===== config.mk =====
export PLATFORM = sky130hd
export DESIGN_NAME = fetch_unit
export DESIGN_NICKNAME = d
export VERILOG_FILES = /design/src/rtl/fetch_pkg.sv /design/src/rtl/fetch_buffer.sv /design/src/rtl/fetch_unit.sv
export SDC_FILE = /design/constraint.sdc
export NUM_CORES = 1
export LEC_CHECK = 0
export CAP_MARGIN = 30
export CORE_MARGIN = 5
export CORE_UTILIZATION = 45
export DETAILED_ROUTE_END_ITERATION = 7
export GPL_ROUTABILITY_DRIVEN = 0
export HOLD_SLACK_MARGIN = 0.06
export PLACE_DENSITY = 0.81
export SYNTH_ARGS = -nofsm -noshare
export SYNTH_HDL_FRONTEND = slang
export SYNTH_HIERARCHICAL = 1
export SYNTH_SLANG_ARGS = --single-unit

===== constraint.sdc =====
create_clock -name clk -period 4.63 [get_ports clk]
set_clock_uncertainty 0.2 [all_clocks]
set_input_delay 0.6945 -clock clk [delete_from_list [all_inputs] [get_ports clk]]
set_output_delay 0.6945 -clock clk [all_outputs]
set_load 0.01 [all_outputs]

===== src/rtl/fetch_pkg.sv =====
// rtl/fetch_pkg.sv - shared constants and buffer entry type for the fetch unit
package fetch_pkg;

  localparam int              XLEN             = 32;
  localparam logic [XLEN-1:0] RESET_PC_DEFAULT = 32'h0000_0000;
  localparam logic [XLEN-1:0] PC_INC           = 32'd4;

  typedef struct packed {
    logic [XLEN-1:0] pc;
    logic [XLEN-1:0] instr;
  } fetch_entry_t;

endpackage


===== src/rtl/fetch_buffer.sv =====
// rtl/fetch_buffer.sv - synchronous fetch FIFO with flush and a registered head
module fetch_buffer
  import fetch_pkg::*;
#(
  parameter int DEPTH = 2
) (
  input  logic         clk,
  input  logic         rst_n,
  input  logic         push_i,
  input  logic         pop_i,
  input  logic         flush_i,
  input  fetch_entry_t data_i,
  output logic         full_o,
  output logic         empty_o,
  output fetch_entry_t head_o
);

  localparam int AW = $clog2(DEPTH);
  localparam int CW = AW + 1;
  localparam logic [CW-1:0] FULL_CNT = CW'(DEPTH);

  fetch_entry_t  mem_q [DEPTH];
  logic [AW-1:0] wr_ptr_q, wr_ptr_d;
  logic [AW-1:0] rd_ptr_q, rd_ptr_d;
  logic [CW-1:0] count_q, count_d;
  logic          do_push, do_pop;

  assign full_o  = (count_q == FULL_CNT);
  assign empty_o = (count_q == '0);
  assign head_o  = mem_q[rd_ptr_q];

  // Pointers wrap naturally because DEPTH is a power of two.
  always_comb begin
    do_push  = push_i && (!full_o || pop_i);
    do_pop   = pop_i && !empty_o;
    wr_ptr_d = wr_ptr_q;
    rd_ptr_d = rd_ptr_q;
    count_d  = count_q;
    if (flush_i) begin
      wr_ptr_d = '0;
      rd_ptr_d = '0;
      count_d  = '0;
    end else begin
      if (do_push) wr_ptr_d = wr_ptr_q + AW'(1);
      if (do_pop)  rd_ptr_d = rd_ptr_q + AW'(1);
      case ({do_push, do_pop})
        2'b10:   count_d = count_q + CW'(1);
        2'b01:   count_d = count_q - CW'(1);
        default: count_d = count_q;
      endcase
    end
  end

  always_ff @(posedge clk or negedge rst_n) begin
    if (!rst_n) begin
      wr_ptr_q <= '0;
      rd_ptr_q <= '0;
      count_q  <= '0;
      for (int i = 0; i < DEPTH; i++) mem_q[i] <= '0;
    end else begin
      wr_ptr_q <= wr_ptr_d;
      rd_ptr_q <= rd_ptr_d;
      count_q  <= count_d;
      if (!flush_i && do_push) mem_q[wr_ptr_q] <= data_i;
    end
  end

endmodule


===== src/rtl/fetch_unit.sv =====
// rtl/fetch_unit.sv - fetch PC, fault flag and push/redirect control in front of the fetch buffer
module fetch_unit
  import fetch_pkg::*;
#(
  parameter logic [31:0] RESET_PC  = RESET_PC_DEFAULT,
  parameter int          BUF_DEPTH = 2
) (
  input  logic        clk,
  input  logic        rst_n,
  output logic [31:0] imem_addr,
  input  logic [31:0] imem_rd,
  input  logic        redirect_valid,
  input  logic [31:0] redirect_pc,
  output logic        out_valid,
  input  logic        out_ready,
  output logic [31:0] out_instr,
  output logic [31:0] out_pc,
  output logic        fetch_fault
);

  logic [31:0]  fpc_q, fpc_d;
  logic         fault_q, fault_d;
  logic         push, pop, flush;
  logic         buf_full, buf_empty;
  fetch_entry_t head;
  fetch_entry_t push_entry;

  assign imem_addr   = fpc_q;
  assign fetch_fault = fault_q;
  assign out_valid   = !buf_empty;
  assign out_instr   = head.instr;
  assign out_pc      = head.pc;
  assign push_entry  = '{pc: fpc_q, instr: imem_rd};

  // A redirect wins over everything: flush, retarget, and never consume the head.
  always_comb begin
    fpc_d   = fpc_q;
    fault_d = fault_q;
    push    = 1'b0;
    pop     = 1'b0;
    flush   = 1'b0;
    if (redirect_valid) begin
      flush   = 1'b1;
      fpc_d   = redirect_pc;
      fault_d = |redirect_pc[1:0];
    end else begin
      pop  = !buf_empty && out_ready;
      push = !fault_q && (!buf_full || pop);
      if (push) fpc_d = fpc_q + PC_INC;
    end
  end

  always_ff @(posedge clk or negedge rst_n) begin
    if (!rst_n) begin
      fpc_q   <= RESET_PC;
      fault_q <= 1'b0;
    end else begin
      fpc_q   <= fpc_d;
      fault_q <= fault_d;
    end
  end

  fetch_buffer #(
    .DEPTH(BUF_DEPTH)
  ) u_buffer (
    .clk     (clk),
    .rst_n   (rst_n),
    .push_i  (push),
    .pop_i   (pop),
    .flush_i (flush),
    .data_i  (push_entry),
    .full_o  (buf_full),
    .empty_o (buf_empty),
    .head_o  (head)
  );

endmodule


* Yosys cells after proc, flatten, opt, wreduce, memory -nomap -nowiden
Cells that the tools add are included.
** Cells by class
- Order comparisons :: 3
- Divide/modulo/power cells :: 0
- Add/sub/neg operators :: 5
- Bitwise operators :: 2
- Eq/ne operators :: 3
- Reductions and logical operators :: 18
- Multiplexer cells :: 17
- Shift operators :: 0
- $mul :: 0
** Operators by type and width (count)
- two-way mux 64 bit :: 4
- bitwise mux 128 bit :: 1
- demux 64 bit (select 1 bit) :: 1
- two-way mux 32 bit :: 2
- adder 32 x 3 -> 32 bit, second input constant :: 1
- two-way mux 1 bit :: 7
- logical AND 1 bit :: 6
- nonzero test 2 bit :: 3
- equality test 2 bit, second input constant :: 2
- greater-or-equal comparator 2 bit, second input constant :: 2
- zero test 1 bit :: 4
- NOT 1 -> 2 bit :: 2
- case mux 2 bit (2 select lines) :: 1
- nonzero test 3 bit :: 1
- adder 1 bit, second input constant :: 2
- adder 2 x 1 -> 2 bit, second input constant :: 1
- equality test 2 x 1 -> 1 bit, second input constant :: 1
- zero test 2 bit :: 1
- logical OR 1 bit :: 2
- < comparator 2 x 1 -> 1 bit, second input constant :: 1
- two-way mux 2 bit :: 1
- OR reduction 2 bit :: 1
- subtractor 2 x 1 -> 2 bit, second input constant :: 1
** Word-level totals
- ROM bits :: 0
- Output and inout bits :: 98
- Latch bits :: 0
- Bits of input ports :: 68
- Bits in registers :: 165
- Memory bits (writable) :: 0
- Memories :: 0

* Longest topological paths before layout
- Word-level depth :: 10
- Mapped depth :: 9
- Gate-level depth less buffers :: 7

* Modules after synthesis
Netlist, hierarchy kept.
** By module, submodules not included
- fetch_buffer :: cells each 365, area each 5911.9 µm², times used 1
- fetch_unit :: cells each 241, area each 2048.2 µm², times used 1

* Least setup slack after synthesis
Ideal clock, no wire load.
- Path kind :: input-to-reg
- Start :: input port redirect_valid
- End :: register u_buffer/mem_q[100] (netlist name)
- Stages :: 9
- Slack :: 1.484 ns
- Setup time :: 0.125 ns
- Arrival time :: 2.821 ns
- Data required time :: 4.305 ns
- Path through :: clkbuf_1 > clkbuf_1 > clkbuf_1 > nor2_1 > nor3b_1 > or4b_4 > buf_6 > buf_6 > mux2_4
** Between the ends
- Cells in the longest elaborated chain, start to end :: 4
- Elaborated cells between the ends (all ways) :: 7
- Classes of those cells :: 3 x mux; 4 x reduce/logical
** Ends and longest elaborated chain
- from (decl) :: RTL line fetch_unit.sv:12 : input logic redirect_valid,
- two-way mux 1 bit :: RTL line fetch_unit.sv:42 : if (redirect_valid) begin
- net pop :: RTL line fetch_unit.sv:23 : logic push, pop, flush;
- logical OR 1 bit :: RTL line fetch_buffer.sv:34 : do_push = push_i && (!full_o || pop_i);
- logical AND 1 bit :: RTL line fetch_buffer.sv:34
- logical AND 1 bit :: RTL line fetch_buffer.sv:64 : if (!flush_i && do_push) mem_q[wr_ptr_q] <= data_i;
- to (signal, indexed assignment) :: RTL line fetch_buffer.sv:64
- to (decl) :: RTL line fetch_buffer.sv:22 : fetch_entry_t mem_q [DEPTH];
The timed path passes the listed nets, and every way through them passes these cells.
A chain may end at the register's enable or synchronous reset.

* Worst setup path after layout
- Start :: register u_buffer.count_q[0]
- End :: register u_buffer/mem_q[86] (netlist name)
** Between the ends
- Elaborated cells between the ends (all ways) :: 12
- Classes of those cells :: 1 x eq/ne; 2 x mux; 9 x reduce/logical
** RTL lines
- from (decl) :: RTL line fetch_buffer.sv:25 : logic [CW-1:0] count_q, count_d;
- from (signal assigned) :: RTL line fetch_buffer.sv:63 : count_q <= count_d;
- zero test 2 bit :: RTL line fetch_buffer.sv:29 : assign empty_o = (count_q == '0);
- net buf_empty :: RTL line fetch_unit.sv:24 : logic buf_full, buf_empty;
- zero test 1 bit :: RTL line fetch_unit.sv:47 : pop = !buf_empty && out_ready;
- logical AND 1 bit :: RTL line fetch_unit.sv:47
- two-way mux 1 bit :: RTL line fetch_unit.sv:42
- net pop :: RTL line fetch_unit.sv:23
- logical OR 1 bit :: RTL line fetch_buffer.sv:34
- logical AND 1 bit :: RTL line fetch_buffer.sv:34
- logical AND 1 bit :: RTL line fetch_buffer.sv:64
The timed path passes the listed nets, and every way through them passes these cells.

==> flow_metrics.tcl <==
set metrics [dict create \
    fill_cells 1374 \
    io_buffers 165 \
    grt_overflow 0 \
    synth_edf_count 0 \
    endpoint_kind "flop" \
    leakagePower_nw 4.53 \
    grt_max_degree 95 \
    die_h_um 143 \
    pin_count 166 \
    cts_buffer_depth 2 \
    ir_drop_mv 0.295 \
    vias_per_cell 5.55 \
    max_slew_margin 0.434 \
    yosysWarningCount 6 \
    route.detailed.drc 0 \
    hold_buffers 0 \
    rows 48 \
    p_per_area_nw_per_um2 456 \
    setup_viol 0 \
    synth_top_area_frac 0.519 \
    yosys.area.top_type "dfrtp_1" \
    grt_use_total 0.192 \
    hpwl_um 12700 \
    synth_area_um2 7960 \
    post-route-min-period_ns 3.46 \
    num_vias 5561 \
    ys_ff_latch 165 \
    fmax_mhz 289 \
    cp-start-kind "flop" \
    synth_area_leaders "dfrtp_1 52%, mux2_2 21%, mux2_4 9.2%, nor2_1 1.2%, nand4_1 1.2%" \
    dieArea_um2 20400 \
    post_dp_cell_area_um2 9800 \
    cts_inserted_buffers 17 \
    synth_most_common_cell "dfrtp_1" \
    clkLatencyLatePin_ns 0.42 \
    hp-class "input port to asynchronous set/reset pin" \
    synth_commonest_cells "165 x dfrtp_1, 145 x mux2_2, 49 x mux2_4" \
    clkTransAtPathRegs_ns 0.07 \
    drt_iter0_markers 291 \
    r2r_slack_ns 1.17 \
    path_class "flop to flop" \
    grt_setup_unrepaired "no" \
    finalHoldViolCount 0 \
    tritoncts "yes" \
    start_util 0.459 \
    antenna_left 0 \
    drive_gt1_frac 0.316 \
    required_ns 4.74 \
    grt_first_pass_wirelength_um 30900 \
    path_max_fanout 38 \
    setup_tns_ns 0 \
    wirelength_um 19200 \
    drv_slew 0 \
    synthCells 606 \
    grt_pass1_vias 5764 \
    htree_levels 4 \
    stdcell_count 1002 \
    cp_slowest_stage_delay_ns 0.61 \
    arrival_ns 3.57 \
    die_w_um 143 \
    place.detailed.instances 969 \
    synthToLayoutAreaGrowth_pct 30.7 \
    syn-num-nets 675 \
    root_buffer "clkbuf_16" \
    yosysUniqueCellTypes 51 \
    finalNetCount 832 \
    crit_buf_inv 1 \
    min_period_over_period 0.748 \
    antenna_found_initial 1 \
    cts_resized 0 \
    status "finished clean" \
    path_common_cell "nor2_1" \
    crit_chain "nor2_1, nand2b_1, nor2_1, nor3b_1, or4b_4, buf_12, mux2_2" \
    yosys_most_used_dff "dfrtp_1" \
    crit_family "simple AND/OR/NAND/NOR gates" \
    total_power_mw 4.74 \
    seq_area_frac_synth 0.519 \
    critical_path.slowest_cell "or4b_4" \
    cap_violations 0 \
    cts_setup_buffers 0 \
    synth.avg_cell_area_um2 13.1 \
    post_drt_wl_per_cell_um 19.1 \
    core_region_area_um2 17400 \
    async_flop_share 1.00 \
    fin_area_um2 10400 \
    worst_hold_slack_ns 0.152 \
    drt_pass1_iterations 4 \
    tightest_slew_ns 0.849 \
    cts_sinks 165 \
]
==> area by class of cell <==
cell class              count  area (µm²)  share of cell area
repair buffers            173        1730               0.167
well taps                 225         282              0.0271
clock buffers              20         467              0.0448
flip-flops and latches    165        4130               0.397
clock inverters            12         141              0.0136
inverters                  10        37.5             0.00361
multi-input cells         396        3610               0.347
diodes                      1        2.50            0.000240
==> metrics by stage <==
| stage | setup WS (ns) | util |
|---|---|---|
| 3_3_place_gp | 0.849 | 0.564 |
| 4_1_cts | 1.15 | 0.599 |
| 3_5_place_dp | 0.791 | 0.564 |
| 5_1_grt | 0.907 | 0.600 |
| 6_report | 1.17 | 0.600 |
| 2_1_floorplan | 1.48 | - |
==> registers in the layout, summed over array words and instances (netlist names) <==
signal and count:
u_buffer/mem_q 128, u_buffer/count_q 2, u_buffer/wr_ptr_q 1, fetch_fault 1
u_buffer/rd_ptr_q 1, imem_addr 32
==> path summary, 6_finish.rpt <==
path,startpoint,to,cells after the start
setup / recovery,u_buffer/count_q[0],u_buffer/mem_q[86],7
hold / removal,rst_n,u_buffer/mem_q[71],1
hold reg to reg,u_buffer/mem_q[83],u_buffer/mem_q[83],1
max in group asynchronous,rst_n,imem_addr[19],2
min in group clk,u_buffer/mem_q[83],u_buffer/mem_q[83],1
setup reg to reg,u_buffer/count_q[0],u_buffer/mem_q[86],7
==> cell families after synthesis <==
| kind of cell | count (synthesis) | share of synthesized area |
|---|---|---|
| adder cells (fa/ha/maj) | 1 | 0.00157 |
| buffers and inverters | 45 | 0.0281 |
| flip-flops | 165 | 0.519 |
| AND/OR/NAND/NOR | 122 | 0.0830 |
| multiplexers | 195 | 0.299 |
| AO/OA/AOI/OAI | 69 | 0.0599 |
| XOR/XNOR | 9 | 0.00990 |
==> report_power, final <==
group,switching (mW),internal [mW],leakage [nW]
Clock,0.598,0.846,0.294
Sequential,0.210,1.76,2.06
Combinational,0.454,0.878,2.18
==> placed cells by master, fill, tap and decap left out, drive strengths merged, types with 2 or more instances in the layout <==
master         count
nand3             14
or3                4
dfrtp            165
o311ai             3
mux2             194
clkinvlp           2
a31o               2
bufinv             2
a31oi             12
o31ai             11
clkbuf            20
nor2              26
clkinv             5
xnor2              8
a211oi             6
nor2b              7
nor4               3
buf               10
nor3               4
nand2b             4
or4                6
a22oi              3
or2                2
nand4             15
nand2             22
nor4b              2
inv               13
a21oi              8
clkdlybuf4s50    163
and4               2
o21ai             14
and3               6
a2111oi            2
==> layer usage <==
metal	vias to the layer above	part of all wire	routed length [µm]	track usage
met1	2821	0.46	8850	0.264
met5	-	0	0	0
met4	0	0.023	445	0.0710
met3	26	0.057	1090	0.0476
met2	168	0.46	8800	0.294
li1	2546	-	-	-
Note: power is estimated with default switching activity, not from simulation.
